File: src/rtl/pulse_width_meter.sv
// Measures the high time of pulse_in after arm, in units of PRESCALE cycles, with a
// saturating count and overflow flag. Define PULSE_METER_SYNC_EN to add a 2-flop input synchronizer.
module pulse_width_meter #(
   parameter int PRESCALE = 4,
   parameter int COUNT_W  = 4
) (
   input  logic               clk,
   input  logic               rst,
   input  logic               arm,
   input  logic               pulse_in,
   output logic [COUNT_W-1:0] count_out,
   output logic               overflow,
   output logic               valid,
   input  logic               ready,
   output logic               busy
);

   typedef enum logic [2:0] {
      IDLE      = 3'd0,
      WAIT_LOW  = 3'd1,
      WAIT_RISE = 3'd2,
      MEASURE   = 3'd3,
      DONE      = 3'd4
   } state_t;

   localparam int PW = (PRESCALE > 1) ? $clog2(PRESCALE) : 1;
   localparam logic [PW-1:0]      PRE_LAST = PW'(PRESCALE - 1);
   localparam logic [COUNT_W-1:0] CNT_MAX  = '1;

   state_t          state, state_nxt;
   logic [PW-1:0]   pre_q;
   logic            s, s_d, rise, fall;

`ifdef PULSE_METER_SYNC_EN
   logic [1:0] sync_q;

   always_ff @(posedge clk) begin
      if (rst) sync_q <= 2'b00;
      else     sync_q <= {sync_q[0], pulse_in};
   end

   assign s = sync_q[1];
`else
   assign s = pulse_in;
`endif

   always_ff @(posedge clk) begin
      if (rst) s_d <= 1'b0;
      else     s_d <= s;
   end

   assign rise = s & ~s_d;
   assign fall = ~s & s_d;

   always_ff @(posedge clk) begin
      if (rst) state <= IDLE;
      else     state <= state_nxt;
   end

   always_comb begin
      state_nxt = state;
      case (state)
         IDLE:      if (arm)   state_nxt = s ? WAIT_LOW : WAIT_RISE;
         WAIT_LOW:  if (!s)    state_nxt = WAIT_RISE;
         WAIT_RISE: if (rise)  state_nxt = MEASURE;
         MEASURE:   if (fall)  state_nxt = DONE;
         DONE:      if (ready) state_nxt = IDLE;
         default:              state_nxt = IDLE;
      endcase
   end

   // The rising-edge cycle is already high cycle 1, so the prescaler starts one step in.
   always_ff @(posedge clk) begin
      if (rst) begin
         pre_q     <= '0;
         count_out <= '0;
         overflow  <= 1'b0;
      end else if (state == WAIT_RISE && rise) begin
         overflow <= 1'b0;
         if (PRESCALE == 1) begin
            pre_q     <= '0;
            count_out <= COUNT_W'(1);
         end else begin
            pre_q     <= PW'(1);
            count_out <= '0;
         end
      end else if (state == MEASURE && s) begin
         if (pre_q == PRE_LAST) begin
            pre_q <= '0;
            if (count_out == CNT_MAX) overflow  <= 1'b1;
            else                      count_out <= count_out + COUNT_W'(1);
         end else begin
            pre_q <= pre_q + PW'(1);
         end
      end
   end

   assign valid = (state == DONE);
   assign busy  = (state != IDLE);

endmodule

File: config.mk
export PLATFORM = sky130hd
export DESIGN_NAME = pulse_width_meter
export DESIGN_NICKNAME = d
export VERILOG_FILES = /design/src/rtl/pulse_width_meter.sv
export SDC_FILE = /design/constraint.sdc
export NUM_CORES = 1
export LEC_CHECK = 0
export CAP_MARGIN = 40
export CELL_PAD_IN_SITES_DETAIL_PLACEMENT = 0
export CELL_PAD_IN_SITES_GLOBAL_PLACEMENT = 1
export CORE_AREA = 3 3 47 49
export CTS_BUF_LIST = sky130_fd_sc_hd__clkbuf_4
export CTS_CLUSTER_DIAMETER = 30
export CTS_CLUSTER_SIZE = 40
export DETAILED_ROUTE_END_ITERATION = 8
export DIE_AREA = 0 0 50 52
export GPL_TIMING_DRIVEN = 0
export PLACE_DENSITY_LB_ADDON = 0.1
export SLEW_MARGIN = 40
export SYNTH_ARGS = -nofsm -noshare
export SYNTH_HDL_FRONTEND = slang
export SYNTH_SLANG_ARGS = --single-unit
File: constraint.sdc
create_clock -name clk -period 1.6 [get_ports clk]
set_input_delay 0.48 -clock clk [delete_from_list [all_inputs] [get_ports clk]]
set_output_delay 0.48 -clock clk [all_outputs]
set_load 0.02 [all_outputs]
-- After elaboration in Yosys (flattened, before gate mapping)
Index checks and enable logic that the tools add are counted.
Widths: inputs -> output; s select.
- reductions and logical operators: 9
- multiplexer cells: 10
- equality and inequality tests: 11
- bitwise operators: 5
- add/sub/neg operators: 2
- operators by type and width (operator ; number):
    $mux 3 ; 5
    $pmux 3 s5 ; 1
    $ne 2x2->1 const B ; 4
    $eq 3x2->1 const B ; 2
    $reduce_and 3->1 ; 2
    $reduce_and 5->1 ; 1
    $add 4x1->4 const B ; 1
    $eq 4x4->1 const B ; 1
    $mux 2 ; 2
    $eq 3x1->1 const B ; 1
    $eq 3x3->1 const B ; 1
    $logic_not 3->1 ; 1
    $not 1->1 ; 3
    $reduce_bool 3->1 ; 1
    $add 2x1->2 const B ; 1
    $and 1x1->1 ; 2
    $eq 2x2->1 const B ; 1
    $logic_and 1x1->1 ; 2
    $mux 1 ; 2
    $ne 2x1->1 const B ; 1
    $reduce_bool 2->1 ; 1
    $reduce_or 2->1 ; 1
- output and inout port bits: 7
- register bits: 11
- bits of input ports: 5
- logic and storage cells: 43

-- Depth between registers and ports, before layout
- depth after elaboration: 4
- gate-level depth with buffers: 5
- gate-level depth less buffers: 4

-- Worst setup path before layout
Ideal clock, no wire load.
- kind: register -> register
- start point: register count_out[0]
- end point: register count_out[0]
- arrival: 1.508 ns
- setup slack: 0.023 ns
- path buffers: 1
- data required time: 1.530 ns
- clock period less this slack: 1.577 ns
- library setup time: 0.070 ns
- cell stages (with the launch flop): 6
- cells stage by stage: dfxtp_1 -> ha_1 -> and3_1 -> buf_2 -> or4_1 -> a21oi_1
- longest elaborated chain between the ends: 3
- elaborated cells on any way between the ends: 4
- classes of those cells: 1 x add/sub; 1 x eq/ne; 1 x bitwise; 1 x reduce/logical
- ends and longest elaborated chain (element ; line ; RTL):
    start: declaration ; 11 ; output logic [COUNT_W-1:0] count_out,
    start signal: assignment ; 91 ; else count_out <= count_out + COUNT_W'(1);
    parallel branches: the longest is 3 deep, another holds $add 4x1->4 ; n/a ;
Several ways; the timed one is not identified.
A chain may end at the register's enable or synchronous reset.

-- Worst setup path in the final report
- start point: register state[1]
- end point: output port busy
- longest elaborated chain between the ends: 1
- ends and longest elaborated chain (element ; line ; RTL):
    start: declaration ; 30 ; state_t state, state_nxt;
    start signal: assignment ; 57 ; else state <= state_nxt;
    $reduce_bool 3->1 ; 99 ; assign busy = (state != IDLE);
    end: declaration ; 15 ; output logic busy
Every way passes these cells.

==> flow_summary_export.csv <==
group,metric,value,unit
floorplan,design.die.area,2600,um2
yosys,synth_cell_types,32,
floorplan,fp-row-count,16,
run_status,status,"complete, but fails checks",
timing,worst_pin_slew,0.3140,ns
yosys,yosysSeqAreaShare,34.99,%
power_and_ir_drop,p_comb_share,16.0,%
yosys,synth-async-reset-ratio,0,%
power_and_ir_drop,p_sw,0.0001488,W
drt,wl_per_cell,12.50,um
global_route,grt_pass1_wl,2470,um
worst_setup_path,r2r_end,"count_out[0]",
worst_setup_path,ff2ff_path_depth,4,
power_and_ir_drop,internal-power,0.0004418,W
place,dp.cells,110,
worst_setup_path,worstPathArrival,1.15,ns
timing,max_freq,613.5,MHz
yosys,ys_top_cells_by_area,"dfxtp_1 35%, nor2b_1 5.0%, ha_1 4.0%",
worst_setup_path,cp_slowest_stage_delay,0.38,ns
place,hpwlAfterDp,994.7,um
worst_setup_path,cp.depth,2,
yosys,synthFlopType,"dfxtp_1",
worst_setup_path,crit_path_end_kind,"primary output",
floorplan,pin_count,12,
cells_and_area,fill_cells,204,
clocking,ctsRootBufferMaster,"clkbuf_4",
timing,finalWorstSetupSlack,-0.02994,ns
timing,fin_tns_setup,-0.02994,ns
floorplan,initial_core_util,33.09,%
drt,drtIter0Drc,4,
yosys,yosys.area.top_type,"dfxtp_1",
worst_setup_path,slowest_stage,"or3_4",
global_route,track_usage,12.68,%
timing,fin_crit_sh,101.9,%
timing,fin_skew,0.0009162,ns
worst_setup_path,endpoint,"busy",
worst_setup_path,crit_family,"simple AND/OR/NAND/NOR gates",
yosys,syn-instance-count,72,
worst_setup_path,timing.rr.start,"count_out[0]",
cells_and_area,diodes,0,
drt,routed_wl,1438,um
drt,first_pass_iters,4,
run_status,violations,"setup timing",
power_and_ir_drop,power_frac_seq,48.9,%
yosys,synth_area,629.4,um2
clocking,cts.sink_count,11,
clocking,cts_tree,"yes",
clocking,clk_pin_slew,0.07,ns
cells_and_area,instances_no_fill,115,
place,gp_congestion,0.6967,
timing,rsz0062_at_grt,"yes",
global_route,grt_max_degree,11,
clocking,clk_latency,0.26,ns
worst_setup_path,critical_path.cell_chain,"or3_4 -> buf_6",
power_and_ir_drop,leakage,0.3570,nW
yosys,synth_edf_count,0,
yosys,synth_seq_cells,11,
place,dpl_worst_slack,-0.4038,ns
yosys,synth_top_area_share,34.99,%
power_and_ir_drop,cellPowerDensity,697.2,nW/um2
timing,hold_violations,0,
cells_and_area,syn_to_final_growth,34.59,%
floorplan,fp.dieH,52,um
global_route,grt_pass1_vias,554,
drt,ant_nets,0,
floorplan,core_area,1902,um2
timing,drv_slew,0,
power_and_ir_drop,peakVddDrop,270.1,uV
clocking,ctsLongestPathBuffers,2,
yosys,syn_area_per_cell,8.741,um2
drt,vias,590,
cells_and_area,layout_common_cells,"7 x dfxtp_1, 6 x dlygate4sd2_1",
yosys,synth_nets,79,
worst_setup_path,cp-start-kind,"register",
timing,max_slew_margin,79.07,%
worst_setup_path,crit_path_start,"state[1]",
clocking,numCtsBuffers,3,
cells_and_area,final_common_cell,"dfxtp_1",
floorplan,die-width,50,um
worst_setup_path,regToRegSetupSlack,0.14,ns
place,io_buffers,11,
worst_setup_path,path_buf_inv,1,
timing,fin_crit,1.630,ns
global_route,grt-ovfl-total,0,
clocking,h-tree-depth,1,
min_path,min_path_type,"register to register",
worst_setup_path,crit_fanout,5,
worst_setup_path,crit_type,"register to primary output",
flow_run,drv_cap,0,
cells_and_area,layout.nets,96,
power_and_ir_drop,total_power,0.0005906,W
timing,setup_viol,1,
drt,viasPerCell,5.130,
drt,drc,0,
cells_and_area,layout-drive-gt1-share,26.14,%
global_route,antenna_found_initial,0,
yosys,yosys_warnings,0,
power_and_ir_drop,p_sw_share,25.19,%
worst_setup_path,critPathRequiredTime,1.12,ns
power_and_ir_drop,clkPwrFrac,35.1,%
[tightest hold or removal path, stage by stage (launching register included)]
cell	delay, ns
dfxtp_1	0.32
nand2_1	0.05
a21oi_1	0.05
[state kept, by name, indices dropped and copies added (netlist names)]
| name | cells |
|---|---|
| state | 3 |
| pre_q | 2 |
| overflow | 1 |
| count_out | 4 |
| s_d | 1 |
[repair_timing]
action                     in CTS  in global routing
setup buffers                   3                  2
resized for setup              23                  9
hold buffers                    0                  0
pin swaps                       1                  2
setup endpoints to repair      14                  3
[cells by family (layout without fill, tap and decap cells)]
family                   count (synthesis)  in the layout  share of synthesized area, %
AO/OA/AOI/OAI                           22             22                         23.86
adder cells (fa/ha/maj)                  2              2                         3.976
buffers and inverters                    7             23                         5.367
multiplexers                             1              1                         1.591
AND/OR/NAND/NOR                         29             29                         30.22
flip-flops                              11             11                         34.99
[cell type report]
class,instances,area (um2),area share (%)
repair buffers,16,136.4,16.10
clock buffers,4,30.03,3.545
well taps,27,33.78,3.988
flip-flops and latches,11,235.2,27.77
multi-input cells,54,400.4,47.27
inverters,3,11.26,1.329
[synth_stat cells (2+ instances only)]
cell      number
dfxtp_1       11
nand2_1        5
nor2b_1        5
o21ai_0        5
a21oi_1        4
a211oi_1       3
a31oi_1        3
buf_2          3
inv_1          3
nor2_1         3
or3_1          3
ha_1           2
nor3b_1        2
o31ai_1        2
[per-layer routing]
layer	up-vias	GRT usage, %	wire length (um)
met5	-	0	0
met4	0	8.295	17
met3	2	1.719	52
met2	12	22.83	751
met1	275	13.79	617
li1	301	-	-
[worst min path at each step]
stage | from | end | depth (start not counted)
floorplan | pre_q[1] | pre_q[1] | 2
global placement | pre_q[1] | pre_q[1] | 2
detailed placement | pre_q[1] | pre_q[1] | 2
CTS | pre_q[1] | pre_q[1] | 2
global route | pre_q[1] | pre_q[1] | 2
finish | pre_q[1] | pre_q[1] | 2
[power groups by stage]
stage | clock network, W | logic, W | registers, W
after global placement | 0 | 0.0000841 | 0.000293
after floorplan | 0 | 0.0000528 | 0.000291
final | 0.000208 | 0.0000943 | 0.000289
after CTS | 0.000218 | 0.0000891 | 0.000292
after detailed placement | 0 | 0.0000849 | 0.000293
after global routing | 0.000230 | 0.000104 | 0.000290
[stage by stage]
stage | hold slack, ns | area, um2 | utilization [%]
2_1_floorplan | 0.4400 | 629.4 | -
3_3_place_gp | 0.4535 | 773.2 | 40.66
3_5_place_dp | 0.4529 | 773.2 | 40.66
4_1_cts | 0.4727 | 827.0 | 43.49
5_1_grt | 0.5149 | 847.1 | 44.54
6_report | 0.4664 | 847.1 | 44.54
Note: power is estimated with default switching activity, not from simulation.
==> RTL change: new RTL, same flow settings <==
Register the output `count_out` once more, without a reset; this adds one clock of latency there. The other outputs are not delayed to match.
--- a/src/rtl/pulse_width_meter.sv
+++ b/src/rtl/pulse_width_meter.sv
@@ -28,2 +28,4 @@
    localparam logic [COUNT_W-1:0] CNT_MAX  = '1;
+
+   logic [COUNT_W-1:0] count_s0;
 
@@ -75,3 +77,3 @@
          pre_q     <= '0;
-         count_out <= '0;
+         count_s0 <= '0;
          overflow  <= 1'b0;
@@ -81,6 +83,6 @@
             pre_q     <= '0;
-            count_out <= COUNT_W'(1);
+            count_s0 <= COUNT_W'(1);
          end else begin
             pre_q     <= PW'(1);
-            count_out <= '0;
+            count_s0 <= '0;
          end
@@ -89,4 +91,4 @@
             pre_q <= '0;
-            if (count_out == CNT_MAX) overflow  <= 1'b1;
-            else                      count_out <= count_out + COUNT_W'(1);
+            if (count_s0 == CNT_MAX) overflow  <= 1'b1;
+            else                      count_s0 <= count_s0 + COUNT_W'(1);
          end else begin
@@ -100,2 +102,6 @@
 
+   always_ff @(posedge clk) begin
+      count_out <= count_s0;
+   end
+
 endmodule
Formal check against the unedited RTL: not equivalent (a bounded check fails within 10 cycles, from zero or initial values and one cycle with rst high).
==> RTL change against the original RTL <==
  * Worst hold slack got worse by 0.062 ns
  * Critical path depth is the same
  * Global-route usage down 1.6 points
  * Cell area grew 3.1%
  * The run still ends with setup timing left
  * Wire length decreased by 9.6%
  * Sequential power grew 36%
  * Power is 13% higher
  * Count of clock-buffer cells in the layout is 1 lower
  * Highest routed layer unchanged
  * Sequential cell count increased by 4
  * Synthesized area rose by 7.0%
  * Worst setup slack got worse by 0.023 ns
==> RTL change: results (changes against the original RTL) <==
metric,value,unit,change
Slew HR,80.4,%,+1.3 points
Worst EP arrival,1.17,ns,+0.02 ns
syn nets,76,,-3.8%
min-delay src,count_s0[2],,
Bufs on Longest Clock Path,2,,unchanged
Routability Congestion,0.707,,+1.4%
Hold Path End,count_out[2],,
share of cells above drive strength 1,22.6,%,-3.5 points
final setup TNS,-0.0528,ns,-0.0228 ns
Cells after DPL,107,,-2.7%
R2R Setup Slk,0.12,ns,-0.02 ns
Worst path slowest cell,dfxtp_4,,
reg2reg end,count_s0[0],,
GR Util met2,19.1,%,-3.7 points
final WL,1.30,mm,-9.6%
Post-DP HPWL,920,um,-7.5%
Tot GR Track Use,11.1,%,-1.6 points
setup skew after layout,0.000891,ns,-0.0000248 ns
failing checks,setup timing,,
"Seq/Total Area, Yosys",44.6,%,+9.6 points
met2 wire len,653,um,-13%
Max VDD drop,0.374,mV,+39%
first drt pass iteration count,6,,+2
dpl ws,-0.408,ns,-0.00460 ns
nets@finish,92,,-4.2%
HP Class,reg -> reg,,
Fill cells,183,,-10%
Vias/cell,4.97,,-3.1%
hold depth,0,,-2
Clock Latency Late Sink,0.28,ns,+0.02 ns
first-pass GRT wire length,2.08,mm,-16%
met3 GRT Util,6.02,%,+4.3 points
Regs by FF count,"count_out: 4 flops, count_s0: 4 flops, state: 3 flops",,
final setup margin,-0.0528,ns,-0.0228 ns
commonest cells in the netlist,"dfxtp_1, nor2_1, nor2b_1, o21ai_0",,
mean area per synthesized cell,9.76,sq um,+12%
Finish-stage setup viols,1,,unchanged
DR WL/cell,11.7,um,-6.3%
leak pwr,0.362,nW,+1.4%
Top delay family on crit path,flip-flops,,
CTS Root Cell,clkbuf_4,,
status,"complete, but fails checks",,
Worst Path Max Fanout,8,,+3
"top cells by area, synth","dfxtp_1, mux2i_1, ha_1",,
DR iter-0 viols,4,,unchanged
CP Launch Point,state[2],,
Routed met1 length,568,um,-7.9%
met1 Use GR,11.6,%,-2.2 points
vias in the first global route,476,,-14%
met3 wire length,65,um,+25%
largest net degree at the start of global routing,10,,-1
reg2reg start,count_s0[0],,
==> RTL change: changes by cell type after synthesis, sizes merged, moves of 2 or more <==
cell	change
nor2	+2
buf	-3
nand2	-3
dfxtp	+4
or3	-2
mux2i	+2
==> RTL change: worst reg2reg max path, cell delays in order (launching register included) <==
cell and delay (ns):
dfxtp_1 0.36, ha_1 0.24, and3_1 0.26, or4_4 0.43, a21oi_2 0.13
==> RTL change: repair_timing <==
action                     CTS  global route
setup endpoints to repair    9             3
setup buffers                2             0
gates cloned                 0             0
resized for setup           23             6
pin swaps                    0             1
==> RTL change: area by class of cell <==
| type | instances | area share [%] |
|---|---|---|
| Clock buffer | 3 | 2.58 |
| Multi-Input combinational cell | 49 | 42.8 |
| Tap cell | 27 | 3.87 |
| Clock inverter | 1 | 0.573 |
| Sequential cell | 15 | 35.1 |
| Timing Repair Buffer | 13 | 13.8 |
| Inverter | 3 | 1.29 |
==> RTL change: logic make-up after synthesis <==
group | Yosys count | synth area share [%]
adder cells (fa/ha/maj) | 2 | 3.72
buffers and inverters | 5 | 3.16
AND/OR/NAND/NOR | 25 | 25.1
flip-flops | 15 | 44.6
multiplexers | 3 | 4.46
AO/OA/AOI/OAI | 19 | 19.0
==> RTL change: stage by stage <==
| stage | cell area (sq um) | hold WS [ns] |
|---|---|---|
| floorplan | 673 | 0.368 |
| global placement | 817 | 0.382 |
| detailed placement | 817 | 0.386 |
| CTS | 860 | 0.398 |
| global route | 873 | 0.415 |
| finish | 873 | 0.405 |
==> RTL change: power by group <==
group,internal [W],switching [W],total (W)
Sequential,0.000379,0.0000141,0.000393
Combinational,0.0000367,0.0000326,0.0000693
Clock,0.0000927,0.000114,0.000207
Total,0.000508,0.000161,0.000669
